$ cat config.mk
export PLATFORM = sky130hd
export DESIGN_NAME = rv32m_div_ctrl
export DESIGN_NICKNAME = d
export VERILOG_FILES = /design/src/rtl/rv32m_div_ctrl.sv
export SDC_FILE = /design/constraint.sdc
export NUM_CORES = 1
export LEC_CHECK = 0
export CORE_AREA = 8 8 133 197
export CTS_CLUSTER_DIAMETER = 100
export DETAILED_ROUTE_END_ITERATION = 10
export DIE_AREA = 0 0 141 205
export PLACE_DENSITY_LB_ADDON = 0.12
export SLEW_MARGIN = 30
export SYNTH_ARGS = -nofsm -noshare
export SYNTH_HDL_FRONTEND = slang
export SYNTH_SLANG_ARGS = --single-unit
$ cat constraint.sdc
create_clock -name clk -period 5.35 [get_ports clk]
set_clock_uncertainty 0.1 [all_clocks]
set_input_delay 1.07 -clock clk [delete_from_list [all_inputs] [get_ports clk]]
set_output_delay 1.07 -clock clk [all_outputs]
set_load 0.02 [all_outputs]
$ cat src/rtl/rv32m_div_ctrl.sv
// rv32m_div_ctrl: front end for RV32M DIV/DIVU/REM/REMU ahead of an unsigned restoring divider.
// It resolves divide-by-zero and signed overflow locally, otherwise feeds operand magnitudes
// to the core and sign-corrects the quotient or remainder it returns.
// Optional: define DIV_RESULT_CACHE_EN to keep the last core result and reuse it for a
// request with the same operands and signedness (e.g. REM right after DIV).
module rv32m_div_ctrl #(
    parameter int unsigned WATCHDOG_CYCLES = 40
) (
    input  logic        clk,
    input  logic        rstLow,
    input  logic        in_valid,
    output logic        in_ready,
    input  logic [1:0]  op,
    input  logic [31:0] rs1,
    input  logic [31:0] rs2,
    output logic        out_valid,
    input  logic        out_ready,
    output logic [31:0] result,
    output logic        err_out,
    output logic [31:0] div_a,
    output logic [31:0] div_b,
    output logic        div_start,
    input  logic [31:0] div_q,
    input  logic [31:0] div_r,
    input  logic        div_busy
);

    localparam int unsigned WdW = $clog2(WATCHDOG_CYCLES + 1);

    typedef enum logic [2:0] {StIdle, StIssue, StCheck, StWait, StFix, StDone} state_e;

    state_e           r_state;
    logic             r_in_ready;
    logic             r_out_valid;
    logic             r_err;
    logic             r_start;
    logic [31:0]      r_result;
    logic [31:0]      r_a;
    logic [31:0]      r_b;
    logic             r_is_rem;
    logic             r_neg_q;
    logic             r_neg_r;
    logic [WdW-1:0]   r_wdog;

    // op[0]=0 selects the signed forms, op[1]=1 selects the remainder
    logic        w_signed;
    logic        w_is_rem;
    logic [31:0] w_abs_a;
    logic [31:0] w_abs_b;
    logic        w_ovf;
    logic [31:0] w_q_fix;
    logic [31:0] w_r_fix;
    logic        w_hit;
    logic [31:0] w_hit_val;

    assign w_signed = ~op[0];
    assign w_is_rem = op[1];
    assign w_abs_a  = (w_signed && rs1[31]) ? (~rs1 + 32'd1) : rs1;
    assign w_abs_b  = (w_signed && rs2[31]) ? (~rs2 + 32'd1) : rs2;
    assign w_ovf    = w_signed && (rs1 == 32'h8000_0000) && (rs2 == 32'hFFFF_FFFF);
    assign w_q_fix  = r_neg_q ? (~div_q + 32'd1) : div_q;
    assign w_r_fix  = r_neg_r ? (~div_r + 32'd1) : div_r;

`ifdef DIV_RESULT_CACHE_EN
    logic        r_c_valid;
    logic        r_c_sgn;
    logic [31:0] r_c_rs1;
    logic [31:0] r_c_rs2;
    logic [31:0] r_c_q;
    logic [31:0] r_c_r;
    logic        r_k_sgn;
    logic [31:0] r_k_rs1;
    logic [31:0] r_k_rs2;

    assign w_hit     = r_c_valid && (r_c_rs1 == rs1) && (r_c_rs2 == rs2) && (r_c_sgn == w_signed);
    assign w_hit_val = w_is_rem ? r_c_r : r_c_q;

    // Track the accepted operands and record both corrected results of each core operation
    always_ff @(posedge clk or negedge rstLow) begin
        if (!rstLow) begin
            r_c_valid <= 1'b0;
            r_c_sgn   <= 1'b0;
            r_c_rs1   <= '0;
            r_c_rs2   <= '0;
            r_c_q     <= '0;
            r_c_r     <= '0;
            r_k_sgn   <= 1'b0;
            r_k_rs1   <= '0;
            r_k_rs2   <= '0;
        end else begin
            if (r_state == StIdle && in_valid) begin
                r_k_sgn <= w_signed;
                r_k_rs1 <= rs1;
                r_k_rs2 <= rs2;
            end
            if (r_state == StFix) begin
                r_c_valid <= 1'b1;
                r_c_sgn   <= r_k_sgn;
                r_c_rs1   <= r_k_rs1;
                r_c_rs2   <= r_k_rs2;
                r_c_q     <= w_q_fix;
                r_c_r     <= w_r_fix;
            end
        end
    end
`else
    assign w_hit     = 1'b0;
    assign w_hit_val = '0;
`endif

    // Control FSM; every output is registered here
    always_ff @(posedge clk or negedge rstLow) begin
        if (!rstLow) begin
            r_state     <= StIdle;
            r_in_ready  <= 1'b1;
            r_out_valid <= 1'b0;
            r_err       <= 1'b0;
            r_start     <= 1'b0;
            r_result    <= '0;
            r_a         <= '0;
            r_b         <= '0;
            r_is_rem    <= 1'b0;
            r_neg_q     <= 1'b0;
            r_neg_r     <= 1'b0;
            r_wdog      <= '0;
        end else begin
            case (r_state)
                StIdle: begin
                    if (in_valid) begin
                        r_in_ready <= 1'b0;
                        r_is_rem   <= w_is_rem;
                        r_neg_q    <= w_signed && (rs1[31] ^ rs2[31]);
                        r_neg_r    <= w_signed && rs1[31];
                        r_a        <= w_abs_a;
                        r_b        <= w_abs_b;
                        if (rs2 == 32'd0) begin
                            r_result    <= w_is_rem ? rs1 : 32'hFFFF_FFFF;
                            r_out_valid <= 1'b1;
                            r_state     <= StDone;
                        end else if (w_ovf) begin
                            r_result    <= w_is_rem ? 32'd0 : 32'h8000_0000;
                            r_out_valid <= 1'b1;
                            r_state     <= StDone;
                        end else if (w_hit) begin
                            r_result    <= w_hit_val;
                            r_out_valid <= 1'b1;
                            r_state     <= StDone;
                        end else begin
                            r_start <= 1'b1;
                            r_state <= StIssue;
                        end
                    end
                end
                StIssue: begin
                    r_start <= 1'b0;
                    r_state <= StCheck;
                end
                // busy still low here means the core finished at once (dividend < divisor)
                StCheck: begin
                    r_state <= div_busy ? StWait : StFix;
                end
                StWait: begin
                    r_wdog <= r_wdog + WdW'(1);
                    if (!div_busy) begin
                        r_state <= StFix;
                    end else if (r_wdog == WdW'(WATCHDOG_CYCLES - 1)) begin
                        r_result    <= 32'hFFFF_FFFF;
                        r_err       <= 1'b1;
                        r_out_valid <= 1'b1;
                        r_state     <= StDone;
                    end
                end
                StFix: begin
                    r_result    <= r_is_rem ? w_r_fix : w_q_fix;
                    r_out_valid <= 1'b1;
                    r_state     <= StDone;
                end
                StDone: begin
                    if (out_ready) begin
                        r_out_valid <= 1'b0;
                        r_err       <= 1'b0;
                        r_wdog      <= '0;
                        r_in_ready  <= 1'b1;
                        r_state     <= StIdle;
                    end
                end
                default: begin
                    r_state <= StIdle;
                end
            endcase
        end
    end

    assign in_ready  = r_in_ready;
    assign out_valid = r_out_valid;
    assign err_out   = r_err;
    assign div_start = r_start;
    assign result    = r_result;
    assign div_a     = r_a;
    assign div_b     = r_b;

endmodule
==> results_dict.tcl, run 1 <==
set metrics [dict create \
    grt_use_met2_pct 36.5 \
    hold_viol_final 0 \
    wl_per_cell_um 20.3 \
    critical_path_class "in2reg" \
    synth_top_area_cell "dfrtp_1" \
    detail_route.first_pass.iterations 5 \
    swShare_pct 41.6 \
    portBuffers 234 \
    leakage_nw 4.09 \
    grt-ovfl-total 0 \
    yosysWarnings 0 \
    post-route-min-period_ns 4.21 \
    relSlewSlack_pct 39.7 \
    ys_seq_area_share_pct 34.8 \
    cts_buffers 9 \
    placed_area_mm2 0.0107 \
    tns_ns 0 \
    drc 0 \
    worst_path_most_repeated_cell "buf_4" \
    start_kind "input pin" \
    cp-end-kind "flop" \
    clock_latency_ns 0.35 \
    post_cts_resized 0 \
    n_fill_cell 2305 \
    hold_buffers 0 \
    die_y_um 205 \
    p_per_area_mw_per_mm2 456 \
    slew_viol_final 0 \
    grt_max_degree 107 \
    fmax_mhz 238 \
    synth-edff-count 0 \
    period_share_pct 78.7 \
    cts.clk_slew.worst_paths_ns 0.07 \
    hpwlAfterDp_um 24100 \
    grt_pass1_wl_um 46800 \
    p_comb_share_pct 54.2 \
    root_buffer "clkbuf_16" \
    syn_nets 1097 \
    seq_area_mm2 0.00280 \
    clock_power_share_pct 15.1 \
    ys_types 69 \
    outcome "finished clean" \
    setup_viol 0 \
    final_net_count 1294 \
    ys_top_cells_by_area "dfrtp_1, xnor2_1, o21ai_0, nand2_1, xor2_1" \
    critPathMaxStageDelay_ns 0.49 \
    vias_per_cell 5.40 \
    critPathSlowestCell "clkdlybuf4s50_1" \
    ys.flop_type "dfrtp_1" \
    globalRouteMet1Util_pct 24.3 \
    required_ns 5.49 \
    min_path_type "reg2reg" \
    syn-mean-instance-area_um2 8.43 \
    final_antenna_net_count 0 \
    cp.arrival_ns 4.35 \
    synthesis.area_mm2 0.00806 \
    antenna_found_initial 2 \
    use_met3_pct 3.45 \
    async_flop_share_pct 100 \
    tightest_slew_ns 0.902 \
    grt_pass1_vias 8179 \
    synth_top_area_share_pct 34.5 \
    syn_to_final_growth_pct 37.0 \
    p_int_mw 2.94 \
    routed_wl_um 30100 \
    multiInputGateArea_mm2 0.00491 \
    ys_ff_latch 112 \
    peakVddDrop_v 0.000166 \
    fin_total_pwr_mw 5.03 \
    path_cells "clkdlybuf4s50_1 > inv_1 > ha_1 > buf_4 > nor4b_1 > nand4_1 > nor3_4 > a31o_2 > a21o_1 > buf_4 > mux2_2" \
    synth_cells 956 \
    io_pins 235 \
    cts_setup_buffers 0 \
    grtUsageTotal_pct 20.6 \
    die_w_um 141 \
    drive_gt1_share_pct 6.91 \
    coreArea_mm2 0.0234 \
    cts.sinks 112 \
    cts_buffer_depth 2 \
    via_count 7983 \
    cts_tree "built" \
    stdcell_area_mm2 0.0110 \
    grt-busiest-layer "met2" \
    rows 69 \
    power_frac_seq_pct 30.8 \
    die_area_mm2 0.0289 \
    crit_path_max_fanout 19 \
    rsz0062_at_grt "false" \
    place_congestion 0.910 \
    htreeDepth 3 \
    dr.first_iter.drc_count 540 \
    start_util_pct 34.5 \
    p_sw_mw 2.09 \
    cap_viol_max_count 0 \
]
logic make-up after synthesis:
| family | count (synthesis) | share of synthesized area, % |
|---|---|---|
| AND/OR/NAND/NOR | 326 | 21.1 |
| AO/OA/AOI/OAI | 286 | 22.9 |
| XOR/XNOR | 112 | 12.2 |
| flip-flops | 112 | 34.8 |
| buffers and inverters | 88 | 4.50 |
| multiplexers | 26 | 3.60 |
| adder cells (fa/ha/maj) | 6 | 0.931 |
path summary, 6_finish.rpt:
kind,startpoint,end,slack [ns],depth (start not counted)
max,rs2[0],result[2],1.14,11
min,div_b[15],div_b[15],0.38,2
max reg2reg,r_state[1],result[31],2.44,8
min reg2reg,div_b[15],div_b[15],0.38,2
max in group asynchronous,rstLow,result[0],3.61,2
min in group asynchronous,rstLow,div_b[17],0.53,1
flip-flops by register name, indices dropped and copies added, names as in the netlist:
register	count
in_ready	1
r_neg_r	1
r_neg_q	1
r_state	3
r_is_rem	1
div_b	32
r_wdog	6
result	32
err_out	1
out_valid	1
div_a	32
div_start	1
layout make-up:
class,instances,area share [%]
antenna,2,0.0453
clock buffer,12,2.32
clock inverter,4,0.691
inverter,18,0.612
multi-input combinational,756,44.5
sequential,112,25.4
tap,319,3.61
timing repair buffer,256,22.9
cells in the final DEF, fill, tap and decap left out, drive strengths merged, types with 6 or more instances in the layout:
cell type	netlist	layout
nor2	57	57
dfrtp	111	111
nor4	18	18
a211oi	16	16
xnor2	75	75
a22oi	8	8
o31ai	26	26
clkdlybuf4s50	0	233
or4	22	22
inv	17	17
nand2	108	108
nand3	15	15
ha	6	6
clkbuf	56	12
o211ai	11	11
o21ai	112	112
mux2	21	21
o41ai	27	27
or2	7	7
and2	6	6
a21oi	41	41
xor2	37	37
a31oi	19	19
nand2b	14	14
buf	14	23
nor3	18	18
or3	19	19
nand4	14	14
a41oi	8	8
critical path, delay by kind of cell:
| family | cells | cell delay [ns] |
|---|---|---|
| muxes | 1 | 0.37 |
| adders and majority gates | 1 | 0.16 |
| buffers and inverters | 4 | 1.02 |
| AOI/OAI and AO/OA | 2 | 0.57 |
| and+or+nand+nor | 3 | 1.14 |
routing by layer:
| layer | share of wire, % | wire [um] | up-vias |
|---|---|---|---|
| met5 | 0 | 0 | - |
| met4 | 2.5 | 761 | 0 |
| met3 | 6.0 | 1810 | 34 |
| met2 | 51 | 15400 | 265 |
| met1 | 40 | 12100 | 3779 |
| li1 | - | - | 3905 |
Yosys cell counts, types with 18 or more instances:
cell type / n
nand2_1: 108
o21ai_0: 111
or3_1: 18
a21oi_1: 41
clkbuf_1: 56
or4_1: 20
a31oi_1: 19
o41ai_1: 24
xor2_1: 37
o31ai_1: 25
xnor2_1: 75
nor2_1: 57
dfrtp_1: 111
per-stage QoR:
| stage | setup WS, ns | utilization [%] | hold WS (ns) | cells |
|---|---|---|---|---|
| after floorplan | 1.78 | - | 0.389 | 956 |
| after global placement | 0.877 | 45.6 | 0.362 | 1460 |
| after detailed placement | 0.810 | 45.6 | 0.370 | 1460 |
| after CTS | 1.17 | 47.1 | 0.387 | 1476 |
| after global routing | 0.939 | 47.2 | 0.408 | 1478 |
| final | 1.14 | 47.2 | 0.379 | 1479 |
power by group through the flow:
stage / clock (mW) / combinational (mW) / sequential (mW)
3_5_place_dp: 0 / 2.74 / 1.57
6_report: 0.759 / 2.73 / 1.55
5_1_grt: 0.804 / 2.96 / 1.60
4_1_cts: 0.784 / 2.74 / 1.56
2_1_floorplan: 0 / 1.14 / 1.89
3_3_place_gp: 0 / 2.72 / 1.57
Power figures use the tool's default switching activity.
==> inputs of run 2 (changes only) <==
- clock period: 5.35 -> 3.7 ns (I/O delays scaled with it)
==> results_dict.tcl, run 2 (same netlist as run 1, synthesis figures left out) <==
set metrics [dict create \
    outcome "finished clean" \
    cts_setup_buffers 0 \
    timing.final.ws_setup_ns 0.282 \
    stdcell_area_mm2 0.0117 \
    start_kind "input pin" \
    required_ns 3.84 \
    cp.arrival_ns 3.56 \
    rsz0062_at_grt "false" \
    die_area_mm2 0.0289 \
    portBuffers 234 \
    hpwlAfterDp_um 25300 \
    dp_slack_ns -0.0535 \
    critPathMaxStageDelay_ns 0.61 \
    hold_viol_final 0 \
    grt_max_degree 67 \
    min_path_type "in2async" \
    hold_buffers 0 \
    p_per_area_mw_per_mm2 634 \
    cts.clk_slew.worst_paths_ns 0.07 \
    post-route-min-period_ns 3.42 \
    critical_path_class "in2reg" \
    relSlewSlack_pct 50.5 \
    grtUsageTotal_pct 21.1 \
    die_y_um 205 \
    cp-end-kind "flop" \
    period_share_pct 92.4 \
    antenna_found_initial 3 \
    final_cell_mix "clkdlybuf4s50_1, o21ai_0, dfrtp_1" \
    crit_path_max_fanout 27 \
    layout_commonest_cell "clkdlybuf4s50_1" \
    ff2ff_path_depth 8 \
    post-route-util_pct 49.9 \
    critPathSlowestCell "or4_1" \
    cts_buffer_depth 2 \
    die_w_um 141 \
    dp_cells 1537 \
    final_cells 1556 \
    place_congestion 0.975 \
    grt_pass1_vias 8432 \
    dr.first_iter.drc_count 411 \
    placed_area_mm2 0.0113 \
    setup_viol 0 \
    peakVddDrop_v 0.000275 \
    final_antenna_net_count 0 \
    tightest_slew_ns 0.742 \
    syn_to_final_growth_pct 44.8 \
    clock_latency_ns 0.36 \
    drive_gt1_share_pct 12.8 \
    via_count 8260 \
    rows 69 \
    routed_wl_um 30900 \
    leakage_nw 4.47 \
    detail_route.first_pass.iterations 5 \
    coreArea_mm2 0.0234 \
    path_cells "clkdlybuf4s50_1 > nand4_1 > or4_1 > nor4_1 > buf_4 > a31o_2 > a21o_1 > buf_12 > mux2_2" \
    start_util_pct 34.5 \
    drc 0 \
    vias_per_cell 5.31 \
    post_cts_resized 0 \
    root_buffer "clkbuf_16" \
    grt_pass1_wl_um 47300 \
    cts_tree "built" \
    wl_per_cell_um 19.9 \
    cap_viol_max_count 0 \
    io_pins 235 \
    fmax_mhz 293 \
    finalHoldWorstSlack_ns 0.293 \
    htreeDepth 3 \
    slew_viol_final 0 \
    cts.sinks 112 \
    cts_buffers 9 \
    grt-ovfl-total 0 \
    final_net_count 1370 \
]
[run 2: area by class of cell]
type | instances | area [um^2]
sequential | 112 | 2810
antenna | 3 | 7.51
clock buffer | 9 | 225
fill | 2275 | 11700
inverter | 18 | 67.6
tap | 319 | 399
timing repair buffer | 332 | 3140
multi-input combinational | 756 | 4910
clock inverter | 7 | 120
[run 2: where the power goes]
group	switching [mW]	internal, mW	total [mW]
registers	0.500	1.80	2.30
clock network	0.477	0.664	1.14
logic	2.07	1.89	3.96
total	3.04	4.35	7.40
[run 2: worst paths after layout]
check	start	to	slack, ns
setup / recovery	rs2[4]	result[9]	0.28
hold / removal	rstLow	div_b[16]	0.29
setup reg to reg	r_wdog[0]	result[9]	1.32
hold reg to reg	div_b[24]	div_b[24]	0.38
max in group asynchronous	rstLow	in_ready	2.41
min in group clk	div_b[24]	div_b[24]	0.38
[run 2: layer usage]
layer  track usage, %  vias to the layer above  part of all wire [%]
li1                 -                     4066                     -
met1             24.1                     3858                    40
met2             37.5                      278                    51
met3             3.43                       58                   5.2
met4             10.0                        0                   3.7
met5                0                        -                     0
[run 2: metrics by stage]
stage / TNS [ns] / total power, mW
3_5_place_dp: -0.840 / 6.33
3_3_place_gp: -2.28 / 6.31
4_1_cts: 0 / 7.50
2_1_floorplan: 0 / 4.38
5_1_grt: 0 / 7.88
6_report: 0 / 7.40
[run 2: critical path, delay by kind of cell]
family,cells,cell delay [ns]
AND/OR/NAND/NOR,3,1.26
buffers and inverters,3,0.89
multiplexers,1,0.35
AO/OA/AOI/OAI,2,0.31
